**src/rtl/vga_dither_out_if.sv**
```systemverilog
// Pixel bus between the pattern controller and the dithered output pins.
// W is the per-channel colour width: 8 on the input side, OUT_BITS on the output side.
interface vga_dither_out_if #(
  parameter int W = 8
);
  logic [W-1:0] r;
  logic [W-1:0] g;
  logic [W-1:0] b;
  logic         hsync;
  logic         vsync;
  logic         hblank;
  logic         vblank;

  modport master (output r, g, b, hsync, vsync, hblank, vblank);
  modport slave  (input  r, g, b, hsync, vsync, hblank, vblank);
endinterface

```
**src/rtl/vga_dither_out.sv**
```systemverilog
// Reduces 24-bit RGB to OUT_BITS per channel with 4x4 ordered dither and an optional per-frame phase shift.
// Fixed 2-clk latency for colour, sync and blank; no backpressure, one pixel per clk.
module vga_dither_out #(
  parameter int OUT_BITS = 2,
  parameter bit TEMPORAL = 1'b1
) (
  input  logic             clk,
  input  logic             reset,
  input  logic             dither_en,
  vga_dither_out_if.slave  pix_i,
  vga_dither_out_if.master pix_o
);
  localparam int DROP = 8 - OUT_BITS;

  logic [1:0] xph_q, xph_d;
  logic [1:0] yph_q, yph_d;
  logic [1:0] fcnt_q, fcnt_d;
  logic       hb_prev_q, vb_prev_q;
  logic [1:0] xi, yi;
  logic [7:0] thr_d;

  logic [7:0] r1_q, g1_q, b1_q, t1_q;
  logic       hs1_q, vs1_q, hb1_q, vb1_q, blank1_q;

  logic [OUT_BITS-1:0] r2_q, g2_q, b2_q;
  logic [OUT_BITS-1:0] r2_d, g2_d, b2_d;
  logic                hs2_q, vs2_q, hb2_q, vb2_q;

  function automatic logic [3:0] bayer(input logic [1:0] y, input logic [1:0] x);
    logic [3:0] v;
    case ({y, x})
      4'h0: v = 4'd0;   4'h1: v = 4'd8;   4'h2: v = 4'd2;   4'h3: v = 4'd10;
      4'h4: v = 4'd12;  4'h5: v = 4'd4;   4'h6: v = 4'd14;  4'h7: v = 4'd6;
      4'h8: v = 4'd3;   4'h9: v = 4'd11;  4'hA: v = 4'd1;   4'hB: v = 4'd9;
      4'hC: v = 4'd15;  4'hD: v = 4'd7;   4'hE: v = 4'd13;  default: v = 4'd5;
    endcase
    return v;
  endfunction

  // A carry out of the 8-bit add saturates to full scale so bright pixels never wrap to black.
  function automatic logic [OUT_BITS-1:0] quant(input logic [7:0] c, input logic [7:0] t);
    logic [8:0] s;
    s = {1'b0, c} + {1'b0, t};
    return s[8] ? {OUT_BITS{1'b1}} : OUT_BITS'(s >> DROP);
  endfunction

  always_comb begin
    xph_d = pix_i.hblank ? 2'd0 : xph_q + 2'd1;
    yph_d = yph_q;
    if (pix_i.vblank) begin
      yph_d = 2'd0;
    end else if (pix_i.hblank && !hb_prev_q) begin
      yph_d = yph_q + 2'd1;
    end
    fcnt_d = fcnt_q;
    if (TEMPORAL && pix_i.vblank && !vb_prev_q) begin
      fcnt_d = fcnt_q + 2'd1;
    end
    xi    = xph_q + {fcnt_q[0], 1'b0};
    yi    = yph_q + {fcnt_q[1], 1'b0};
    thr_d = dither_en ? ({4'd0, bayer(yi, xi)} << (DROP - 4)) : 8'd0;
  end

  always_comb begin
    r2_d = blank1_q ? '0 : quant(r1_q, t1_q);
    g2_d = blank1_q ? '0 : quant(g1_q, t1_q);
    b2_d = blank1_q ? '0 : quant(b1_q, t1_q);
  end

  always_ff @(posedge clk) begin
    if (reset) begin
      xph_q     <= '0;
      yph_q     <= '0;
      fcnt_q    <= '0;
      hb_prev_q <= 1'b0;
      vb_prev_q <= 1'b0;
      r1_q      <= '0;
      g1_q      <= '0;
      b1_q      <= '0;
      t1_q      <= '0;
      hs1_q     <= 1'b0;
      vs1_q     <= 1'b0;
      hb1_q     <= 1'b0;
      vb1_q     <= 1'b0;
      blank1_q  <= 1'b0;
      r2_q      <= '0;
      g2_q      <= '0;
      b2_q      <= '0;
      hs2_q     <= 1'b0;
      vs2_q     <= 1'b0;
      hb2_q     <= 1'b0;
      vb2_q     <= 1'b0;
    end else begin
      xph_q     <= xph_d;
      yph_q     <= yph_d;
      fcnt_q    <= fcnt_d;
      hb_prev_q <= pix_i.hblank;
      vb_prev_q <= pix_i.vblank;
      r1_q      <= pix_i.r;
      g1_q      <= pix_i.g;
      b1_q      <= pix_i.b;
      t1_q      <= thr_d;
      hs1_q     <= pix_i.hsync;
      vs1_q     <= pix_i.vsync;
      hb1_q     <= pix_i.hblank;
      vb1_q     <= pix_i.vblank;
      blank1_q  <= pix_i.hblank | pix_i.vblank;
      r2_q      <= r2_d;
      g2_q      <= g2_d;
      b2_q      <= b2_d;
      hs2_q     <= hs1_q;
      vs2_q     <= vs1_q;
      hb2_q     <= hb1_q;
      vb2_q     <= vb1_q;
    end
  end

  assign pix_o.r      = r2_q;
  assign pix_o.g      = g2_q;
  assign pix_o.b      = b2_q;
  assign pix_o.hsync  = hs2_q;
  assign pix_o.vsync  = vs2_q;
  assign pix_o.hblank = hb2_q;
  assign pix_o.vblank = vb2_q;
endmodule

```
**src/flat_wrapper.sv**
```systemverilog
// flat-port wrapper written by rule: the top's interface ports become plain ports
module vga_dither_out_flat 
#(
  parameter int OUT_BITS = 2,
  parameter bit TEMPORAL = 1'b1
)
  (clk, reset, dither_en, pix_i_r, pix_i_g, pix_i_b, pix_i_hsync, pix_i_vsync, pix_i_hblank, pix_i_vblank, pix_o_r, pix_o_g, pix_o_b, pix_o_hsync, pix_o_vsync, pix_o_hblank, pix_o_vblank);
  vga_dither_out_if #(.W(8)) pix_i_i ();
  vga_dither_out_if #(.W(2)) pix_o_i ();
  input  logic clk;
  input  logic reset;
  input  logic dither_en;
  input wire logic [$bits(pix_i_i.r)-1:0] pix_i_r;
  input wire logic [$bits(pix_i_i.g)-1:0] pix_i_g;
  input wire logic [$bits(pix_i_i.b)-1:0] pix_i_b;
  input wire logic [$bits(pix_i_i.hsync)-1:0] pix_i_hsync;
  input wire logic [$bits(pix_i_i.vsync)-1:0] pix_i_vsync;
  input wire logic [$bits(pix_i_i.hblank)-1:0] pix_i_hblank;
  input wire logic [$bits(pix_i_i.vblank)-1:0] pix_i_vblank;
  output wire logic [$bits(pix_o_i.r)-1:0] pix_o_r;
  output wire logic [$bits(pix_o_i.g)-1:0] pix_o_g;
  output wire logic [$bits(pix_o_i.b)-1:0] pix_o_b;
  output wire logic [$bits(pix_o_i.hsync)-1:0] pix_o_hsync;
  output wire logic [$bits(pix_o_i.vsync)-1:0] pix_o_vsync;
  output wire logic [$bits(pix_o_i.hblank)-1:0] pix_o_hblank;
  output wire logic [$bits(pix_o_i.vblank)-1:0] pix_o_vblank;
  assign pix_i_i.r = pix_i_r;
  assign pix_i_i.g = pix_i_g;
  assign pix_i_i.b = pix_i_b;
  assign pix_i_i.hsync = pix_i_hsync;
  assign pix_i_i.vsync = pix_i_vsync;
  assign pix_i_i.hblank = pix_i_hblank;
  assign pix_i_i.vblank = pix_i_vblank;
  assign pix_o_r = pix_o_i.r;
  assign pix_o_g = pix_o_i.g;
  assign pix_o_b = pix_o_i.b;
  assign pix_o_hsync = pix_o_i.hsync;
  assign pix_o_vsync = pix_o_i.vsync;
  assign pix_o_hblank = pix_o_i.hblank;
  assign pix_o_vblank = pix_o_i.vblank;
  vga_dither_out #(.OUT_BITS(OUT_BITS), .TEMPORAL(TEMPORAL)) u_core (.clk(clk), .reset(reset), .dither_en(dither_en), .pix_i(pix_i_i), .pix_o(pix_o_i));
endmodule
```
**config.mk**
```make
export PLATFORM = sky130hd
export DESIGN_NAME = vga_dither_out_flat
export DESIGN_NICKNAME = d
export VERILOG_FILES = /design/src/rtl/vga_dither_out_if.sv /design/src/rtl/vga_dither_out.sv /design/src/flat_wrapper.sv
export SDC_FILE = /design/constraint.sdc
export NUM_CORES = 1
export LEC_CHECK = 0
export ABC_AREA = 1
export BUFFER_PORTS_ARGS = -buffer_cell sky130_fd_sc_hd__buf_2
export CORE_ASPECT_RATIO = 0.9
export CORE_UTILIZATION = 45
export DETAILED_ROUTE_END_ITERATION = 8
export PLACE_DENSITY_LB_ADDON = 0.05
export RECOVER_POWER = 100
export SLEW_MARGIN = 20
export SYNTH_ARGS = -nofsm -noshare
export SYNTH_HDL_FRONTEND = slang
export SYNTH_SLANG_ARGS = --single-unit
export TNS_END_PERCENT = 10
```
**constraint.sdc**
```tcl
create_clock -name clk -period 3.98 [get_ports clk]
set_clock_uncertainty 0.2 [all_clocks]
set_input_delay 0.199 -clock clk [delete_from_list [all_inputs] [get_ports clk]]
set_output_delay 0.199 -clock clk [all_outputs]
set_load 0.005 [all_outputs]
```
==> summary.txt <==
Routing
  – Via count: 1282
  – TritonRoute pass-1 iters: 4
  – DRC viols: 0
  – Routed Wire Length: approximately 2.8 mm
  – Wire per inst: 8.951 µm
  – Iter 0 DRT Violations: 35
  – Final ANT Viol Nets: 0
  – Vias per cell: 4.149

Global routing
  – Largest net degree at the start of global routing: 33
  – Global-route wire length before repair: roughly 4.5 mm
  – GR Util All Layers: 15.83%
  – GRT overflow: 0
  – Vias in the first global route: 1152
  – Initial antenna violation count: 0

Clock tree
  – Maximum buffer depth of the clock tree: 2
  – CTS tree: yes
  – Worst-Skew Late Latency: around 0.29 ns
  – CTS Buf Count: 5
  – Hold buffer count at cts: 22
  – Clock slew at reported path FFs: approximately 0.080 ns
  – Root buf cell: clkbuf_8
  – CTS HTree Levels: 2
  – CTS Sinks: 43
  – Cts repair resizes: 0
  – Postcts setup bufs: 0

Worst setup path
  – Worst flop-to-flop path endpoint: u_core.pix_o.g[0]
  – Crit Path Max Fanout: 32
  – R2R Setup Slk: 2.60 ns
  – Worst R2R Start: u_core.t1_q[5]
  – CP Data Required Time: 3.97 ns
  – CP Launch Type: input port
  – CP endpoint: u_core.t1_q[3]
  – R2r worst-path depth: 6
  – Crit Path Class: input port to flop
  – Arrival time worst endpoint: 1.79 ns
  – Setup crit start: reset
  – Critical Path Sink Type: flop

Final layout
  – Layout cells sized above 1: a little over an eighth
  – Area growth syn-to-layout: 31.24%
  – Diodes inserted: 0
  – # fillers: 328
  – Nets: 304

Logic synthesis
  – FF+latch count, synth: 43
  – Synth Cell Area: 1614 µm²
  – Cells after Synth: 204
  – Mapped Avg Cell Area: slightly below 8 µm²
  – Syn_nets: 244
  – Register area share after synthesis: 53.33%
  – Synth cell types: 16
  – YS warnings: 0

STA
  – Final setup vio count: 0
  – Hold Vio Cnt, Final: 0
  – Fin crit share: 45.14%
  – FMAX: 0.5566 GHz
  – Slew @ Worst Pin: around 1.4 ns
  – Crit path time final: 1.797 ns
  – Max-slew violations: 0
  – Unrepaired setup endpoints after global routing: false
  – Headroom to the max-slew limit: 8.125%
  – Setup TNS: 0 ns

Floorplan
  – Initial Util: 47.43%
  – Core footprint: 3403 µm²
  – Die X-Extent: ~65 µm
  – Die area: 3831 µm²
  – Die H: 58.82 µm
  – Io pins: 41
  – # rows: 20

Place
  – GPL Wtd Cong: 0.7373
  – HPWL after detailed placement: 1.763 mm
  – Input/output buffers: 34

Pwr
  – Design Power: 0.0007999 W
  – Peak supply drop: 254.9 µV
  – Pwr Density: roughly 380 nW/µm²
  – Pleak: 1.149 nW

Run status
  – Status: completed

Hold path
  – Worst hold path class: input port to flop
  – Hold path cells: 3

Flow run
  – Max_cap viols: 0
## state kept, by name, indices dropped and copies added (netlist names), 2 cells and up
name	count
u_core.yph_q	2
u_core.pix_o.g	2
u_core.g1_q	6
u_core.xph_q	2
u_core.r1_q	6
u_core.fcnt_q	2
u_core.t1_q	4
u_core.pix_o.b	2
u_core.pix_o.r	2
u_core.b1_q	6
## metal layers
layer  routed length, µm  GRT usage [%]  vias to the layer above
met5                   0              0                        -
met4                  36          7.453                        0
met3                 117          5.233                        5
met2                1245          27.08                       25
met1                1367          17.93                      541
li1                    -              -                      711
## where the power goes
| part | switching, W | internal, W | leakage, nW | total (W) |
|---|---|---|---|---|
| clock | 0.000142 | 0.000123 | 0.0412 | 0.000264 |
| combinational | 0.0000337 | 0.0000413 | 0.752 | 0.0000750 |
| sequential | 0.00000994 | 0.000451 | 0.355 | 0.000461 |
## worst max-delay path: stages
cell	delay (ns)
clkbuf_1	0.98
inv_1	0.22
nand2_1	0.20
o21bai_1	0.13
nor2_1	0.05
## worst min-delay path by stage
stage	startpoint	endpoint	slack [ns]
floorplan	pix_i_hblank	u_core.xph_q[0]	0.07
global placement	u_core.hs1_q	u_core.pix_o.hsync	0.19
detailed placement	u_core.vs1_q	u_core.pix_o.vsync	0.20
CTS	dither_en	u_core.t1_q[2]	0.008
global route	dither_en	u_core.t1_q[2]	0.009
finish	dither_en	u_core.t1_q[4]	0.01
## cells in the final DEF (no fill, tap or decap), drive strengths merged
cell type    synthesis  final
nor2                47     47
inv                 45     45
dfxtp               43     43
nand2               36     36
buf                  3     29
dlygate4sd3          0     22
clkbuf               0     11
ha                   9      9
a21oi                4      4
xor2                 3      3
nand3                3      3
nand3b               3      3
xnor2                2      2
nor3b                2      2
nor3                 2      2
and2                 1      1
o21bai               1      1
clkinv               0      1
clkinvlp             0      1
## kinds of logic after synthesis
| family | synth area share, % |
|---|---|
| compound gates | 1.706 |
| xor+xnor | 2.714 |
| flops | 53.33 |
| simple gates | 23.88 |
| buf+inv | 11.39 |
| fa+ha+maj | 6.977 |
## cells in the mapped netlist (all sizes together)
master | count | area share (%)
a21oi | 4 | 1.2
and2 | 1 | 0.39
buf | 3 | 0.93
dfxtp | 43 | 53
ha | 9 | 7.0
inv | 45 | 10
nand2 | 36 | 8.4
nand3 | 3 | 0.93
nand3b | 3 | 1.4
nor2 | 47 | 11
nor3 | 2 | 0.62
nor3b | 2 | 1.2
o21bai | 1 | 0.47
xnor2 | 2 | 1.1
xor2 | 3 | 1.6
## metrics by stage
stage / area, µm² / hold slack [ns] / utilization (%) / std cells / worst slack [ns]
final: 2118 / 0.01260 / 62.24 / 309 / 2.183
after global routing: 2118 / 0.009025 / 62.24 / 309 / 1.982
after CTS: 2130 / 0.008319 / 62.57 / 309 / 2.578
after detailed placement: 1824 / 0.1956 / 53.60 / 279 / 2.467
after global placement: 1824 / 0.1914 / 53.60 / 279 / 2.473
after floorplan: 1614 / 0.07008 / - / 204 / 2.724
## layout make-up
type                       count  area, µm²  area share, %
inverter                      45      168.9          7.974
multi-input combinational    113      564.3          26.64
clock inverter                 2      12.51         0.5907
timing repair buffer          56      384.1          18.13
sequential                    43      860.8          40.64
clock buffer                   6      72.57          3.426
tap                           44      55.05          2.599
No activity file was read; power rests on OpenSTA's default activity.
